File: config.mk
export PLATFORM = sky130hd
export DESIGN_NAME = boot_loader_arb
export DESIGN_NICKNAME = d
export VERILOG_FILES = /design/src/rtl/boot_loader_arb_pkg.sv /design/src/rtl/boot_loader_arb_byte_assembler.sv /design/src/rtl/boot_loader_arb.sv
export SDC_FILE = /design/constraint.sdc
export NUM_CORES = 1
export LEC_CHECK = 0
export CAP_MARGIN = 20
export CORE_AREA = 2 2 117 119
export DETAILED_ROUTE_END_ITERATION = 6
export DIE_AREA = 0 0 119 121
export GPL_TIMING_DRIVEN = 0
export HOLD_SLACK_MARGIN = 0.03
export PLACE_DENSITY = 0.7
export SYNTH_ARGS = -nofsm -noshare
export SYNTH_HDL_FRONTEND = slang
export SYNTH_SLANG_ARGS = --single-unit
File: constraint.sdc
create_clock -name clk -period 4.5 [get_ports clk]
set_clock_uncertainty 0.2 [all_clocks]
set_input_delay 0.675 -clock clk [delete_from_list [all_inputs] [get_ports clk]]
set_output_delay 0.675 -clock clk [all_outputs]
set_load 0.005 [all_outputs]
File: src/rtl/boot_loader_arb_pkg.sv
// boot_pkg: shared state encoding and reply bytes for the boot loader
package boot_pkg;
  typedef enum logic [2:0] {LEN, LOAD, CHK, ACK, NAK, RUN} state_t;
  localparam logic [7:0] ACK_BYTE = 8'h06;
  localparam logic [7:0] NAK_BYTE = 8'h15;
endpackage

File: src/rtl/boot_loader_arb_byte_assembler.sv
// byte_assembler: packs 4 bytes little-endian into a word; ports clk/rst/clr, byte_valid/byte_in in, word/word_valid out
module byte_assembler
  import boot_pkg::*;
(
  input  logic        clk,
  input  logic        rst,
  input  logic        clr,
  input  logic        byte_valid,
  input  logic [7:0]  byte_in,
  output logic [31:0] word,
  output logic        word_valid
);
  logic [1:0]  cnt;
  logic [23:0] sr;
  always_ff @(posedge clk) begin
    if (rst || clr) cnt <= '0;
    else if (byte_valid) cnt <= cnt + 2'd1;
    if (byte_valid) sr <= {byte_in, sr[23:8]};
  end
  // the 4th byte completes the word combinationally so the caller can act at the same edge
  assign word_valid = byte_valid && cnt == 2'd3;
  assign word = {byte_in, sr};
endmodule

File: src/rtl/boot_loader_arb.sv
// boot_loader_arb: loads a checksummed image from the UART into imem, then passes the UART to the core; ports: UART FIFOs, core UART, imem write port, cpu_run
module boot_loader_arb
  import boot_pkg::*;
#(
  parameter int ADDR_W    = 12,
  parameter int MAX_WORDS = 4096
) (
  input  logic              clk,
  input  logic              rst,
  input  logic              uart_empty,
  input  logic [7:0]        uart_in,
  output logic              uart_rdreq,
  output logic [7:0]        uart_out,
  output logic              uart_wrreq,
  input  logic              cpu_uart_rdreq,
  input  logic              cpu_uart_wrreq,
  input  logic [7:0]        cpu_uart_out,
  output logic              cpu_uart_empty,
  output logic [7:0]        cpu_uart_in,
  output logic              imem_we,
  output logic [ADDR_W-1:0] imem_addr,
  output logic [31:0]       imem_wdata,
  output logic              cpu_run
);
  state_t          state;
  logic [ADDR_W:0] n, word_idx;
  logic [7:0]      sum;
  logic [31:0]     word;
  logic            word_valid, run, loading, take;
  assign run            = state == RUN;
  assign loading        = state == LEN || state == LOAD || state == CHK;
  assign take           = loading && !uart_empty;
  assign uart_rdreq     = run ? cpu_uart_rdreq : take;
  assign uart_wrreq     = run ? cpu_uart_wrreq : state == ACK || state == NAK;
  assign uart_out       = run ? cpu_uart_out : state == ACK ? ACK_BYTE : state == NAK ? NAK_BYTE : 8'h00;
  assign cpu_uart_empty = run ? uart_empty : 1'b1;
  assign cpu_uart_in    = run ? uart_in : 8'h00;
  // the checksum byte bypasses the assembler; NAK realigns it for the next image
  byte_assembler u_asm (
    .clk        (clk),
    .rst        (rst),
    .clr        (state == NAK),
    .byte_valid (take && state != CHK),
    .byte_in    (uart_in),
    .word       (word),
    .word_valid (word_valid)
  );
  always_ff @(posedge clk) begin
    if (rst) begin
      state      <= LEN;
      n          <= '0;
      word_idx   <= '0;
      sum        <= '0;
      imem_we    <= 1'b0;
      imem_addr  <= '0;
      imem_wdata <= '0;
      cpu_run    <= 1'b0;
    end else begin
      imem_we <= 1'b0;
      case (state)
        LEN: if (word_valid) begin
          word_idx <= '0;
          sum      <= '0;
          n        <= word[ADDR_W:0];
          state    <= word == 0 ? ACK : word > MAX_WORDS ? NAK : LOAD;
        end
        LOAD: begin
          if (take) sum <= sum + uart_in;
          if (word_valid) begin
            imem_we    <= 1'b1;
            imem_addr  <= word_idx[ADDR_W-1:0];
            imem_wdata <= word;
            word_idx   <= word_idx + 1'b1;
            if (word_idx + 1'b1 == n) state <= CHK;
          end
        end
        CHK: if (take) state <= uart_in == sum ? ACK : NAK;
        ACK: begin
          state   <= RUN;
          cpu_run <= 1'b1;
        end
        NAK: begin
          state    <= LEN;
          word_idx <= '0;
          sum      <= '0;
        end
        RUN: state <= RUN;
        default: state <= LEN;
      endcase
    end
  end
endmodule

After elaboration in Yosys (flattened, before gate mapping)
Index checks and enable logic that the tools add are counted.
{"block": "word_totals", "reg_bits": 109, "latch_bits": 0, "ram_bits": 0, "romBits": 0, "input_bits": 21, "mem_count": 0}
{"block": "op_classes", "n_addsub": 3, "multipliers": 0, "n_div": 0, "order_cmp": 1, "eq_ne": 14, "shift": 0, "n_mux": 22, "bitwise": 1, "n_reduce_logical": 18}
{"op": "$pmux 13 s3", "count": 1}
{"op": "$gt 32x13->1 const B", "count": 1}
{"op": "$logic_not 32->1", "count": 1}
{"op": "$mux 8", "count": 4}
{"op": "$mux 13", "count": 2}
{"op": "$pmux 8 s3", "count": 1}
{"op": "$mux 3", "count": 7}
{"op": "$add 13x1->13 const B", "count": 1}
{"op": "$eq 13x13->1", "count": 1}
{"op": "$pmux 3 s4", "count": 1}
{"op": "$mux 5", "count": 2}
{"op": "$add 8x8->8", "count": 1}
{"op": "$eq 8x8->1", "count": 1}
{"op": "$eq 3x2->1 const B", "count": 2}
{"op": "$eq 3x3->1 const B", "count": 2}
{"op": "$ne 2x1->1 const B", "count": 3}
{"op": "$reduce_and 3->1", "count": 2}
{"op": "$logic_or 1x1->1", "count": 4}
{"op": "$mux 1", "count": 4}
{"op": "$ne 2x2->1 const B", "count": 2}
{"op": "$reduce_and 2->1", "count": 2}
{"op": "$reduce_and 4->1", "count": 1}
{"op": "$reduce_or 2->1", "count": 2}
{"op": "$eq 3x1->1 const B", "count": 1}
{"op": "other kinds (8)", "count": 10}

Depth between registers and ports, before layout
{"block": "depth", "word_depth": 8, "mapped_depth": 9, "mapped_depth_nobuf": 8}

Modules after synthesis
From an unflattened synthesis, not the netlist that was laid out.
{"block": "hier_totals", "cells_unflattened": 583, "hier_area_um2": 5052.3}
{"module": "boot_loader_arb", "instances": 1, "cells_each": 543, "area_each_um2": 4172.8, "seq_area_each_um2": 1661.6}
{"module": "byte_assembler", "instances": 1, "cells_each": 40, "area_each_um2": 879.6, "seq_area_each_um2": 760.7}

Worst setup path after synthesis
No wires, ideal clock.
{"block": "synth_path", "path_kind": "in2reg", "start": "input uart_empty", "end": "register n[10]", "setup_time_ps": 128, "arrival_time_ps": 3626, "required_ps": 4172, "path_slack_ps": 546, "cell_stages": 6, "path_buffers": 2, "path_cell_list": "clkbuf_1 > nor3_1 > nand3b_2 > buf_6 > mux2i_1 > nor2_1"}
{"block": "synth_via", "elab_chain_len": 5}
{"element": "start, declared", "line_no": "boot_loader_arb.sv:10", "rtl": "input logic uart_empty,"}
{"element": "$logic_not 1->1", "line_no": "boot_loader_arb.sv:32", "rtl": "assign take = loading && !uart_empty;"}
{"element": "$logic_and 1x1->1", "line_no": "boot_loader_arb.sv:32"}
{"element": "$logic_and 1x1->1", "line_no": "boot_loader_arb.sv:43", "rtl": ".byte_valid (take && state != CHK),"}
{"element": "via u_asm.byte_valid", "line_no": "boot_loader_arb_byte_assembler.sv:8", "rtl": "input logic byte_valid,"}
{"element": "$logic_and 1x1->1", "line_no": "boot_loader_arb_byte_assembler.sv:21", "rtl": "assign word_valid = byte_valid && cnt == 2'd3;"}
{"element": "$reduce_and 2->1 (no line)"}
{"element": "end signal, assigned", "line_no": "boot_loader_arb.sv:64", "rtl": "n <= word[ADDR_W:0];"}
{"element": "end, declared", "line_no": "boot_loader_arb.sv:26", "rtl": "logic [ADDR_W:0] n, word_idx;"}
The timed path passes the listed nets, and every way through them passes these cells.
A chain may end at the register's enable or synchronous reset.

Final worst setup path
{"block": "layout_path", "start": "register state[2]", "end": "output uart_out[6]"}
{"block": "layout_via", "elab_chain_len": 2}
{"element": "start, declared", "line_no": "boot_loader_arb.sv:25", "rtl": "state_t state;"}
{"element": "start signal, assigned", "line_no": "boot_loader_arb.sv:65", "rtl": "state <= word == 0 ? ACK : word > MAX_WORDS ? NAK : LOAD;"}
{"element": "start signal, assigned", "line_no": "boot_loader_arb.sv:77", "rtl": "CHK: if (take) state <= uart_in == sum ? ACK : NAK;"}
{"element": "$eq 3x3->1", "line_no": "boot_loader_arb.sv:30", "rtl": "assign run = state == RUN;"}
{"element": "$mux 8", "line_no": "boot_loader_arb.sv:35", "rtl": "assign uart_out = run ? cpu_uart_out : state == ACK ? ACK_BYTE : state == NAK ? NAK_BYTE : 8'h00;"}
{"element": "end, declared", "line_no": "boot_loader_arb.sv:13", "rtl": "output logic [7:0] uart_out,"}
Every way passes these cells.

==> run metrics <==
Worst Tran Pin Value=0.785 ns; post-layout util=0.481; Clock transition at path regs=0.07 ns; largest net degree at the start of global routing=18; P_leak=2.29 nW; Root Driver=clkbuf_16; cell with the most instances after synthesis=nand2_1; via/cell ratio=5.19; Most Crowded Layer GR=met2; core box area=13100 um^2; startpoint types=flip-flop; fin cells=829; Pwr Total=1.93 mW; Ys Warns=0; Slowest cell on crit path=clkdlybuf4s50_1; # H-tree levels=3; Area after DPL=6000 um^2; CTS tree=done; initial antenna violation count=0; Post-CTS Hold Buffers=0; Max VDD drop=0.205 mV; synth cell count leaders=nand2_1 (109), dfxtp_1 (85), a21oi_1 (63), nor2_1 (50), edfxtp_1 (24); Area growth syn-to-layout=28.2%; Rows=42; Syn Inst Count=551; Die Area=14400 um^2; setup bufs post-CTS=0; vias in the first global route=4238; Synth cell types=55; power per cell area=306 nW/um^2; DRT antenna net count=0; Max-slew headroom=0.474; met2 GRT Util=0.317; Die Y-Extent=121 um; hpwl dp=9290 um; average instance area after synthesis=8.90 um^2; 1st-iter DRT viols=263; via count=4302; Global Route met1 Usage=0.218; DP Cell Count=813; TritonCTS Buffers=9; Final Hold Violating Endpoints=0; GR Util met3=0.0385; asr flop ratio synth=0; RSZ-0062 raised after global routing=no; routability cong.=0.882; wire per inst=15.3 um; Horiz. Die Dim=119 um; clk sink count=109; CP required=3.62 ns; TritonRoute pass-1 iters=5; CP Cell Sequence=buf_2 -> nor2b_1 -> clkbuf_1 -> and3_1 -> clkdlybuf4s50_1; Hold Crit Class=flip-flop to flip-flop; Ant. Diodes=0; GRT Total Usage=0.179; PortBufs=84; Period Utilization, post-route=0.716; main flop type after synthesis=dfxtp_1; setup TNS=0 ns; Final nets=679; worst skew pair latency=0.34 ns; crit-path max FO=10; fin area=6290 um^2; GRT overflow=0; CTS-repair resized insts=0; post-synthesis sequential element count=109; EDFF count, synth=24; Post-Syn Area=4910 um^2; post-synth top area cell=dfxtp_1; Post-Route WL=12700 um; fmax=310 MHz; first-pass GRT wire length=20600 um; count of final setup violators=0; syn_nets=582; Top Ports=86; sequential fraction of the synthesis area=0.494; max_cap viols=0; layout cells sized above 1=0.0628; Clock Path Buffers=2; post-synth top area share=0.347; Residual DRC=0; run status=finished, final reports clean; shortest period the worst path allows=3.22 ns; critical path class=flip-flop to output pin; CP Capture Type=output pin; count of pins over their slew limit=0; max incr delay on CP=0.51 ns; initial core utilization=0.375; most area-consuming cells after synthesis=dfxtp_1 (35%), edfxtp_1 (15%), nand2_1 (8.3%), a21oi_1 (6.4%), nor2_1 (3.8%); Critical Path AT=2.35 ns
[cell usage in the layout, fill, tap and decap left out, types with 3 or more instances in the layout]
master	n
dfxtp_1	85
nor4_1	10
mux2i_1	16
buf_2	12
nor3_1	8
nor2_1	50
and3_1	15
nand4_1	4
nand2_1	109
or3_1	5
a21oi_1	63
a211oi_1	5
xor2_1	7
nor2b_1	7
nand2b_1	3
clkdlybuf4s50_1	84
edfxtp_1	24
ha_1	9
clkbuf_1	22
nand3_1	7
inv_1	7
o21ai_0	15
clkbuf_16	9
a22oi_1	6
xnor2_1	18
[power by group]
group / internal (mW) / switching [mW] / leakage, nW
sequential: 1.02 / 0.0164 / 0.919
clock: 0.431 / 0.349 / 0.138
combinational: 0.0458 / 0.0637 / 1.23
[through the flow]
step / setup slack [ns] / hold WS, ns
finish: 1.28 / 0.252
global placement: -0.425 / 0.242
CTS: 1.28 / 0.258
global route: 1.12 / 0.278
detailed placement: 1.17 / 0.248
floorplan: 0.546 / 0.250
[final cells by class]
cell class,count,area (um^2)
plain buffers,37,170
clock buffers,10,229
clock inverters,6,62.6
fillers,1236,6800
inverters,7,26.3
multi-input cells,398,2290
flip-flops and latches,109,2420
well taps,176,220
repair buffers,86,867
[routing by layer]
layer  wire (um)  share of wire  vias to the layer above
li1            -              -                     2113
met1        5480           0.43                     2063
met2        6440           0.51                      115
met3         623          0.049                       11
met4         123         0.0097                        0
met5           0              0                        -
[path summary, 6_finish.rpt]
path	start	to	slack [ns]	cells after the start
worst max-delay path	state[2]	uart_out[6]	1.28	5
worst max register to register	word_idx[1]	state[0]	1.92	7
worst min-delay path	imem_addr[6]	imem_addr[6]	0.25	2
worst min register to register	imem_addr[6]	imem_addr[6]	0.25	2
[registers in the layout, indices dropped and copies added (netlist names)]
| register | flops |
|---|---|
| imem_wdata | 32 |
| u_asm.sr | 24 |
| n | 13 |
| word_idx | 13 |
| imem_addr | 12 |
| sum | 8 |
| state | 3 |
| u_asm.cnt | 2 |
| cpu_run | 1 |
| imem_we | 1 |
[worst max-delay path: cells and delay by family (launching register included)]
| kind | cells | cell delay, ns |
|---|---|---|
| buffers and inverters | 3 | 1.03 |
| DFF | 1 | 0.31 |
| and+or+nand+nor | 2 | 0.68 |
[cells by family (layout without fill, tap and decap cells)]
logic type      Yosys count  in the layout  synth area share
compound gates          112            112             0.135
xor+xnor                 25             25            0.0446
fa+ha+maj                10             10            0.0270
buf+inv                  44            146            0.0400
flops                   109            109             0.494
mux                      16             16            0.0326
simple gates            235            235             0.227
(Power assumes the default switching activity.)
==> variant: new RTL, same flow settings <==
`ADDR_W`: 12 -> 11.
--- a/src/rtl/boot_loader_arb.sv
+++ b/src/rtl/boot_loader_arb.sv
@@ -2,7 +2,7 @@
 module boot_loader_arb
   import boot_pkg::*;
 #(
-  parameter int ADDR_W    = 12,
+  parameter int ADDR_W    = 11,
   parameter int MAX_WORDS = 4096
 ) (
   input  logic              clk,
Interface: changed (resized imem_addr); port bits go from 86 to 85. No check against the original RTL was run, so the function may have changed too.
==> variant against the original RTL <==
- design area shrank 1.9%
- total power shrank 3.3%
- largest cell class unchanged
- sequential cell count shrank 3
- synthesized area shrank 2.0%
- largest power group unchanged
- worst setup slack gained 0.037 ns
- utilization shrank 0.93 points
- highest routed layer unchanged
- wire length is essentially flat
==> variant: results (changes against the original RTL) <==
status:
  status: "complete, no violations"
final_layout:
  clkbuf_count: 9  # -1
  layout.nets: 674  # -0.74%
  fillCellCount: 1241  # +0.40%
  seq_area_frac: 0.383  # -0.00216
  clk_share: 0.0460  # -0.000305
  signal_buffers: 122  # -0.81%
  multi_input_area_share: 0.362  # -0.00277
  flops_and_latches: 106  # -2.8%
synthesis:
  synth_cell_type_count: 53  # -3.6%
  synth_fa_ha_area_frac: 0.0276  # +0.000563
  yosys-top-cells-count: "nand2_1 (103), dfxtp_1 (82), a21oi_1 (66)"
  synth-compound-area-share: 0.139  # +0.00385
  synth.area.top_cells: "dfxtp_1 (34%), edfxtp_1 (15%), nand2_1 (8.0%)"
  syn_inst: 547  # -0.73%
  synth_fp_nets: 578  # -0.69%
  synthXorXnorAreaFrac: 0.0419  # -0.00272
  synth.yosys.seq_area_share: 0.492  # -0.00221
  synth_mux_area_frac: 0.0292  # -0.00349
global_routing:
  track_usage: 0.176  # -0.00253
  grt_first_pass_wirelength_mm: 20.2  # -2.2%
  grt_pass1_vias: 4043  # -4.6%
  use_met1: 0.223  # +0.00524
  grt_use_met3: 0.0423  # +0.00376
  grtUsageMet2: 0.291  # -0.0259
place:
  placed_area_sq_um: 5880  # -1.9%
  place_inst: 808  # -0.62%
  io_buffers: 83  # -1.2%
  hpwl_mm: 9.35  # +0.64%
route:
  drt_iter0_markers: 291  # +11%
  wirelength_met1_mm: 5.64  # +2.8%
  vias: 4233  # -1.6%
  wl_met3_um: 630  # +1.1%
  wirelength_mm: 12.7  # about the same
timing:
  maxSlewHeadroom: 0.490  # +0.0159
  worst_slack_ns: 1.31  # +0.0373 ns
min_path:
  hp-start: "imem_wdata[9]$_SDFFE_PP0P_"
  hold_end: "imem_wdata[9]$_SDFFE_PP0P_"
critical_path:
  r2r_end: "sum[7]$_SDFFE_PP0P_"
  rrSetupSlack_ns: 2.14  # +0.22 ns
power:
  leakage_nw: 2.25  # -1.8%
  peakVddDrop_mv: 0.172  # -16%
[variant: cell types whose count changed after synthesis, moves of 7 or more]
cell,before,now
and2_1,2,13
and3_1,15,7
nand3_1,7,14
nor2b_1,7,0
nor3_1,9,16
[variant: metrics by stage]
step	util	setup TNS [ns]	hold WS, ns
floorplan	-	0	0.250
global placement	0.448	-8.73	0.247
detailed placement	0.450	0	0.247
CTS	0.471	0	0.257
global route	0.471	0	0.276
finish	0.471	0	0.255
[variant: critical path: stages, from the launching register on]
cell             delay [ns]
dfxtp_1                0.35
clkbuf_1               0.22
nor2_1                 0.36
clkbuf_1               0.34
and2_1                 0.18
clkdlybuf4s50_1        0.50
[variant: power by group through the flow]
stage | Combinational [mW] | Clock [mW] | Sequential [mW]
after floorplan | 0.0524 | 0 | 1.02
after global placement | 0.0930 | 0 | 1.03
after detailed placement | 0.0970 | 0 | 1.03
after CTS | 0.0976 | 0.766 | 1.01
after global routing | 0.107 | 0.811 | 1.01
final | 0.0975 | 0.758 | 1.01
